`config.mk`:
```
export PLATFORM = sky130hd
export DESIGN_NAME = dec_1x6
export DESIGN_NICKNAME = d
export VERILOG_FILES = /design/src/rtl/dec_pkg.sv /design/src/rtl/fixed_point_add.sv /design/src/rtl/fixed_point_multiply.sv /design/src/rtl/dec_1x6.sv
export SDC_FILE = /design/constraint.sdc
export NUM_CORES = 1
export LEC_CHECK = 0
export ABC_AREA = 1
export CORE_MARGIN = 10
export CORE_UTILIZATION = 47
export CTS_CLUSTER_DIAMETER = 120
export DETAILED_ROUTE_END_ITERATION = 7
export GPL_TIMING_DRIVEN = 0
export HOLD_SLACK_MARGIN = 0.08
export PLACE_DENSITY = 0.72
export SLEW_MARGIN = 20
export SYNTH_ARGS = -nofsm -noshare
export SYNTH_HDL_FRONTEND = slang
export SYNTH_SLANG_ARGS = --single-unit
```
`constraint.sdc`:
```
create_clock -name clk -period 11.3 [get_ports clk]
set_clock_uncertainty 0.15 [all_clocks]
set_input_delay 2.26 -clock clk [delete_from_list [all_inputs] [get_ports clk]]
set_output_delay 2.26 -clock clk [all_outputs]
set_load 0.1 [all_outputs]
```
`src/rtl/dec_pkg.sv`:
```
// Shared definitions for the serial 1-to-N decoder MAC layer: state enum, fixed-point defaults
// and a lane-slice helper for packed lane vectors.
package dec_pkg;

  localparam int unsigned FracBitsDef = 8;

  // Widest lane and packed vector the slice helper can handle.
  localparam int unsigned MaxLaneW = 64;
  localparam int unsigned MaxVecW  = 1024;

  typedef enum logic {
    StIdle,
    StRun
  } dec_state_e;

  // Lane k of a packed vector whose lanes are width bits wide, zero-extended to MaxLaneW.
  function automatic logic [MaxLaneW-1:0] lane_slice(input logic [MaxVecW-1:0] vec,
                                                     input int unsigned       width,
                                                     input int unsigned       k);
    logic [MaxVecW-1:0]  shifted;
    logic [MaxLaneW-1:0] mask;
    shifted = vec >> (width * k);
    mask    = ~({MaxLaneW{1'b1}} << width);
    return MaxLaneW'(shifted) & mask;
  endfunction

endpackage

```
`src/rtl/fixed_point_add.sv`:
```
// Two's-complement fixed-point add, wrapping at BITSIZE.
module fixed_point_add #(
  parameter int unsigned BITSIZE = 16
) (
  input  logic [BITSIZE-1:0] a,
  input  logic [BITSIZE-1:0] b,
  output logic [BITSIZE-1:0] c
);

  always_comb begin
    c = a + b;
  end

endmodule

```
`src/rtl/fixed_point_multiply.sv`:
```
// Signed fixed-point multiply: full product, arithmetic shift by FRAC_BITS, wrapped to BITSIZE.
module fixed_point_multiply #(
  parameter int unsigned BITSIZE   = 16,
  parameter int unsigned FRAC_BITS = 8
) (
  input  logic [BITSIZE-1:0] a,
  input  logic [BITSIZE-1:0] b,
  output logic [BITSIZE-1:0] c
);

  logic signed [2*BITSIZE-1:0] product;

  always_comb begin
    product = $signed(a) * $signed(b);
    c       = BITSIZE'(product >>> FRAC_BITS);
  end

endmodule

```
`src/rtl/dec_1x6.sv`:
```
// Serial decoder MAC: y[k] = z*w[k] + b[k], one shared multiplier and adder pipelined over lanes.
// Multiply of lane m and add of lane m-1 overlap, so a run takes N_OUT+1 edges after acceptance.
module dec_1x6
  import dec_pkg::*;
#(
  parameter int unsigned BITSIZE   = 16,
  parameter int unsigned N_OUT     = 6,
  parameter int unsigned FRAC_BITS = FracBitsDef
) (
  input  logic                     clk,
  input  logic                     reset,
  input  logic                     start,
  input  logic [BITSIZE-1:0]       z,
  input  logic [BITSIZE*N_OUT-1:0] w,
  input  logic [BITSIZE*N_OUT-1:0] b,
  output logic                     busy,
  output logic                     valid,
  output logic [BITSIZE*N_OUT-1:0] y
);

  localparam int unsigned CntW = $clog2(N_OUT + 1);

  dec_state_e               state_q;
  logic [BITSIZE-1:0]       z_q;
  logic [BITSIZE*N_OUT-1:0] w_q;
  logic [BITSIZE*N_OUT-1:0] b_q;
  logic [CntW-1:0]          m_q;
  logic [CntW-1:0]          a_q;
  logic [BITSIZE-1:0]       prod_q;

  logic [BITSIZE-1:0] w_lane;
  logic [BITSIZE-1:0] b_lane;
  logic [BITSIZE-1:0] mul_res;
  logic [BITSIZE-1:0] add_res;
  logic               mul_en;
  logic               add_en;

  always_comb begin
    w_lane = BITSIZE'(lane_slice(MaxVecW'(w_q), BITSIZE, 32'(m_q)));
    b_lane = BITSIZE'(lane_slice(MaxVecW'(b_q), BITSIZE, 32'(a_q)));
    mul_en = (m_q < CntW'(N_OUT));
    // The add stage trails the multiplier by one edge, so it starts once a product exists.
    add_en = (m_q != '0);
  end

  fixed_point_multiply #(
    .BITSIZE  (BITSIZE),
    .FRAC_BITS(FRAC_BITS)
  ) u_mul (
    .a(z_q),
    .b(w_lane),
    .c(mul_res)
  );

  fixed_point_add #(
    .BITSIZE(BITSIZE)
  ) u_add (
    .a(prod_q),
    .b(b_lane),
    .c(add_res)
  );

  always_ff @(posedge clk or posedge reset) begin
    if (reset) begin
      state_q <= StIdle;
      z_q     <= '0;
      w_q     <= '0;
      b_q     <= '0;
      m_q     <= '0;
      a_q     <= '0;
      prod_q  <= '0;
      busy    <= 1'b0;
      valid   <= 1'b0;
      y       <= '0;
    end else begin
      case (state_q)
        StIdle: begin
          if (start) begin
            z_q     <= z;
            w_q     <= w;
            b_q     <= b;
            m_q     <= '0;
            a_q     <= '0;
            busy    <= 1'b1;
            valid   <= 1'b0;
            state_q <= StRun;
          end
        end
        StRun: begin
          if (mul_en) begin
            prod_q <= mul_res;
            m_q    <= m_q + 1'b1;
          end
          if (add_en) begin
            for (int unsigned k = 0; k < N_OUT; k++) begin
              if (a_q == CntW'(k)) y[BITSIZE*k +: BITSIZE] <= add_res;
            end
            a_q <= a_q + 1'b1;
            if (a_q == CntW'(N_OUT - 1)) begin
              busy    <= 1'b0;
              valid   <= 1'b1;
              state_q <= StIdle;
            end
          end
        end
        default: state_q <= StIdle;
      endcase
    end
  end

endmodule

```
==> results of run 1 <==
[layer usage]
metal  vias to the layer above  GRT usage
li1                       9229          -
met1                      9867      0.342
met2                       903      0.433
met3                       145     0.0605
met4                         2     0.0932
met5                         -          0
[layout by cell type (no fill, tap or decap), drive strengths merged, types with 4 or more instances in the layout]
cell,n
nand3,58
clkdlybuf4s50,308
o21ai,288
nand4,6
bufinv,6
nor2,207
ha,92
xor2,12
a31oi,14
buf,37
o22ai,4
or2,5
inv,407
dfrtp,329
nor3,7
fa,187
o21a,13
a21oi,57
clkinv,15
nand2,938
o211ai,4
clkbuf,140
xnor2,16
[logic make-up after synthesis]
group,share of synthesized area
flops,0.370
buf+inv,0.0920
xor+xnor,0.0110
simple gates,0.215
compound gates,0.0927
fa+ha+maj,0.220
[worst paths after layout]
kind                                     from                      to  slack [ns]  cells after the start
hold reg to reg            b_q[9]$_DFFE_PP0P_      b_q[9]$_DFFE_PP0P_        0.32                      2
max in group asynchronous               reset     w_q[25]$_DFFE_PP0P_        7.24                      8
min in group asynchronous               reset       y[48]$_DFFE_PP0P_        2.00                      2
setup reg to reg           m_q[0]$_DFFE_PP0P_  prod_q[10]$_DFFE_PP0P_        3.12                     28
hold / removal             b_q[9]$_DFFE_PP0P_      b_q[9]$_DFFE_PP0P_        0.32                      2
setup / recovery           m_q[0]$_DFFE_PP0P_  prod_q[10]$_DFFE_PP0P_        3.12                     28
[sequential cells by signal, summed over array words and instances, names as in the netlist]
signal   flops
m_q          3
w_q         96
b_q         96
z_q         16
y           96
prod_q      16
valid        1
busy         1
a_q          3
state_q      1
[critical path, delay by kind of cell, from the launching register on]
kind                       cells  cell delay, ns
buffers and inverters          8            1.80
and+or+nand+nor               11            1.87
adders and majority gates      7            3.42
AOI/OAI and AO/OA              2            0.41
DFF                            1            0.43
[cells in the mapped netlist, drive strengths merged]
library cell    n  share of area
nand2         938           0.16
inv           408          0.069
dfrtp         329           0.37
o21ai         288          0.065
nor2          207          0.036
fa            187           0.17
ha             92          0.052
clkbuf         91          0.015
nand3          58          0.013
a21oi          57          0.013
buf            26         0.0069
xnor2          16         0.0063
a31oi          14         0.0039
o21a           13         0.0044
xor2           12         0.0047
nor3            7         0.0020
clkinv          6         0.0010
nand4           6         0.0017
or2             5         0.0014
o211ai          4         0.0016
o22ai           4         0.0011
nor4            3        0.00084
a221oi          2        0.00079
nand3b          2        0.00067
o21bai          2        0.00067
o221ai          2        0.00079
a32oi           1        0.00039
and2            1        0.00028
o221a           1        0.00051
o31ai           1        0.00034
[layout make-up]
class | instances | area share
Clock buffer | 49 | 0.0384
Buffer | 117 | 0.0179
Clock inverter | 17 | 0.00935
Sequential cell | 329 | 0.297
Tap cell | 607 | 0.0274
Antenna cell | 2 | 0.000181
Timing Repair Buffer | 319 | 0.120
Multi-Input combinational cell | 1923 | 0.433
Inverter | 414 | 0.0563
[metrics by stage]
stage	hold WS [ns]	cells	utilization	cell area, um2	setup WS, ns
after floorplan	0.284	2783	-	22300	4.50
after global placement	0.300	3698	0.560	26100	2.29
after detailed placement	0.303	3709	0.565	26400	3.22
after CTS	0.318	3775	0.593	27700	3.16
after global routing	0.335	3776	0.593	27700	2.67
final	0.316	3777	0.593	27700	3.12
==> summary.txt, run 1 <==
Run status
  – Outcome: finished clean

Global routing
  – Vias in the first global route: 20700
  – Largest net degree at the start of global routing: 35
  – Initial antenna violation count: 3
  – Gr usage total: 0.266
  – First-pass GRT wire length: 117000 um
  – Overflow after GRT: 0

Clock tree
  – Hold-fix buffers, CTS: 0
  – Number of CTS-inserted buffers: 37
  – Max H-tree Level: 2
  – TritonCTS Sinks: 329
  – Clk_lat worst skew: 0.55 ns
  – CTS Root Cell: clkbuf_16
  – CTS max path bufs: 3
  – Clock Pin Slew Worst Setup and Hold Paths: 0.06 ns
  – CTS tree: done
  – Post-cts sizing count: 0
  – Setup bufs post-CTS: 0

Yosys
  – Cell variety after synth: 44
  – Syn Area/Cell: 8.00 um2
  – Syn nets: 3273
  – Syn Inst Count: 2783
  – Seq cells post-synth: 329
  – Post-synthesis sequential area ratio: 0.370
  – Synth warnings: 0
  – Synth Cell Area: 22300 um2

Critical path
  – Setup crit end kind: flop
  – Worst-path maximum fanout: 10
  – Crit-path slowest cell: fa_1
  – Critical path class: flop to flop
  – Startpoint types: flop
  – Data required, critical path: 11.63 ns
  – Critical path arrival: 8.51 ns
  – CP peak stage delay: 0.58 ns
  – Most used cell, CP: nand2_1

Cells and area
  – Area grow syn2layout: 24.3%
  – Layout net count: 3631
  – Fillers: 4206
  – FF/Latch Area: 8230 um2
  – Multi-input gate area: 12000 um2
  – Share of cells above drive strength 1: 0.0379

STA
  – Final count of negative-setup-slack endpoints: 0
  – Rel. slew slack: 0.254
  – Period utilization: 0.724
  – Final slew viol count: 0
  – Least-Margin Pin Slew: 1.12 ns
  – Post-layout minimum cycle time: 8.18 ns
  – Setup Total Neg Slack: 0 ns
  – Final hold violations: 0
  – Unrepaired setup endpoints after global routing: false
  – Maximum operating frequency: 0.122 GHz

Detailed routing
  – Initial drt markers: 1821
  – Max Used Layer: met5
  – Drt pass-1 iters: 6
  – DR WL/cell: 20.1 um
  – Total routed wirelength: 75900 um
  – Met2 WL: 35500 um
  – Vias: 20100
  – Drc violations: 0
  – Via/cell ratio: 5.33
  – Post-route ant nets: 0
  – M1 wire length: 31300 um
  – Routed met3 length: 6500 um

Floorplan
  – Row count: 79
  – Die W: 238 um
  – Chip height: 238 um
  – Initial Utilization: 0.477
  – Die ar.: 56500 um2
  – Io pins: 309
  – Core area: 46700 um2

Min path
  – Worst Hold Class: flop to flop

Placed design
  – DP HPWL: 61700 um
  – IO buf count: 308
  – Placer congestion estimate: 0.986

Run
  – Max cap viols: 0
Power of run 1 is not shown: default switching activity piles up to over one toggle a cycle in this logic, so the estimate is an artifact.
==> run 2, diff against run 1 <==
- clock period: 11.3 -> 7.2 ns (I/O delays scaled with it)
==> summary.txt, run 2 (synthesis results as in run 1) <==
Detailed routing
  – Vias: 20200
  – Via/cell ratio: 5.34
  – Max Used Layer: met5
  – Drt pass-1 iters: 5
  – Routed met3 length: 6450 um
  – Initial drt markers: 1905
  – Met2 WL: 35500 um
  – Drc violations: 0
  – DR WL/cell: 20.1 um
  – Post-route ant nets: 0
  – M1 wire length: 31300 um
  – Total routed wirelength: 75900 um

Cells and area
  – Most frequent cells in the layout: nand2_1, inv_1, dfrtp_1
  – Fillers: 4206
  – Layout net count: 3632
  – Most common cell after layout, fill and taps aside: nand2_1
  – Post-layout util: 0.597
  – FF/Latch Area: 8240 um2
  – Top Registers: b_q: 96 flops, w_q: 96 flops, y: 96 flops
  – Multi-input gate area: 12100 um2
  – Final non-filler cell total: 3778
  – Share of cells above drive strength 1: 0.0505
  – Area grow syn2layout: 25.2%

STA
  – Setup Total Neg Slack: 0 ns
  – Post-layout minimum cycle time: 6.89 ns
  – Final count of negative-setup-slack endpoints: 0
  – Final slew viol count: 0
  – Final hold violations: 0
  – Least-Margin Pin Slew: 1.13 ns
  – Period utilization: 0.958
  – PnR worst setup slack: 0.305 ns
  – Maximum operating frequency: 0.145 GHz
  – Rel. slew slack: 0.249

Clock tree
  – CTS max path bufs: 3
  – CTS Root Cell: clkbuf_16
  – Clock Pin Slew Worst Setup and Hold Paths: 0.06 ns
  – Hold-fix buffers, CTS: 0
  – CTS tree: done
  – Clk_lat worst skew: 0.56 ns
  – Number of CTS-inserted buffers: 37
  – TritonCTS Sinks: 329
  – Max H-tree Level: 2

Critical path
  – Worst r2r src: m_q[0]$_DFFE_PP0P_
  – Worst-path maximum fanout: 19
  – R2r setup slk: 0.31 ns
  – CP startpoint: m_q[0]$_DFFE_PP0P_
  – Data required, critical path: 7.52 ns
  – Startpoint types: flop
  – Critical path class: flop to flop
  – Critical path arrival: 7.21 ns
  – Setup crit end: prod_q[14]$_DFFE_PP0P_
  – Reg-to-reg endpoint: prod_q[14]$_DFFE_PP0P_
  – Worst r2r path cells: 26
  – Setup crit end kind: flop

Floorplan
  – Chip height: 238 um
  – Die W: 238 um
  – Core area: 46700 um2
  – Initial Utilization: 0.477
  – Row count: 79
  – Die ar.: 56500 um2
  – Io pins: 309

Min path
  – Worst Hold Class: flop to flop

Global routing
  – Gr usage total: 0.265
  – First-pass GRT wire length: 117000 um
  – Overflow after GRT: 0
  – Largest net degree at the start of global routing: 35
  – Vias in the first global route: 20700
  – Initial antenna violation count: 3

Placed design
  – Dpl cells: 3709
  – Dpl ws: -0.883 ns
  – Placer congestion estimate: 0.986
  – IO buf count: 308
  – DP HPWL: 61700 um

Run status
  – Outcome: finished clean

Run
  – Max cap viols: 0
[run 2: per-layer routing]
layer,vias to the layer above,global-route usage
li1,9240,-
met1,9924,0.342
met2,863,0.434
met3,145,0.0607
met4,4,0.0897
met5,-,0
[run 2: timing repair]
item | CTS | global route
gates cloned | 0 | 0
pin swaps | 0 | 5
setup endpoints to repair | 14 | 10
setup buffers | 0 | 4
gates resized for setup | 26 | 48
[run 2: worst min path at each step]
stage                              from             endpoint  slack, ns  cells after the start
floorplan           w_q[71]$_DFFE_PP0P_  w_q[71]$_DFFE_PP0P_       0.28                      2
finish               b_q[9]$_DFFE_PP0P_   b_q[9]$_DFFE_PP0P_       0.32                      2
CTS                  b_q[9]$_DFFE_PP0P_   b_q[9]$_DFFE_PP0P_       0.32                      2
global placement    b_q[64]$_DFFE_PP0P_  b_q[64]$_DFFE_PP0P_       0.30                      2
global route        b_q[57]$_DFFE_PP0P_  b_q[57]$_DFFE_PP0P_       0.33                      2
detailed placement  b_q[70]$_DFFE_PP0P_  b_q[70]$_DFFE_PP0P_       0.30                      2
[run 2: area by class of cell]
type	instances	share of cell area
clock inverter	17	0.00929
clock buffer	49	0.0381
timing repair buffer	323	0.120
tap	607	0.0272
buffer	114	0.0193
sequential	329	0.295
inverter	414	0.0563
antenna	2	0.000180
multi-input combinational	1923	0.434
[run 2: stage by stage]
stage / instance area (um2) / hold slack, ns
after floorplan: 22300 / 0.284
after global placement: 26100 / 0.300
after detailed placement: 26400 / 0.303
after CTS: 27700 / 0.318
after global routing: 27900 / 0.335
final: 27900 / 0.316
[run 2: critical path, stage by stage, from the launching register on]
cell and delay (ns):
dfrtp_2 0.44, buf_4 0.20, buf_6 0.18, o21ai_0 0.20, o21ai_1 0.09, nand2_1 0.18
nand2_4 0.13, inv_2 0.14, buf_4 0.22, nor2_1 0.08, fa_1 0.54, inv_1 0.06
fa_1 0.48, fa_1 0.53, inv_1 0.06, fa_1 0.48, fa_1 0.49, inv_1 0.05
fa_1 0.47, inv_1 0.04, ha_1 0.35, a21oi_1 0.21, o21ai_0 0.11, a21oi_1 0.37
o221a_2 0.29, nand3_1 0.08, a31oi_1 0.16
Power of run 2 is left out for the same reason.
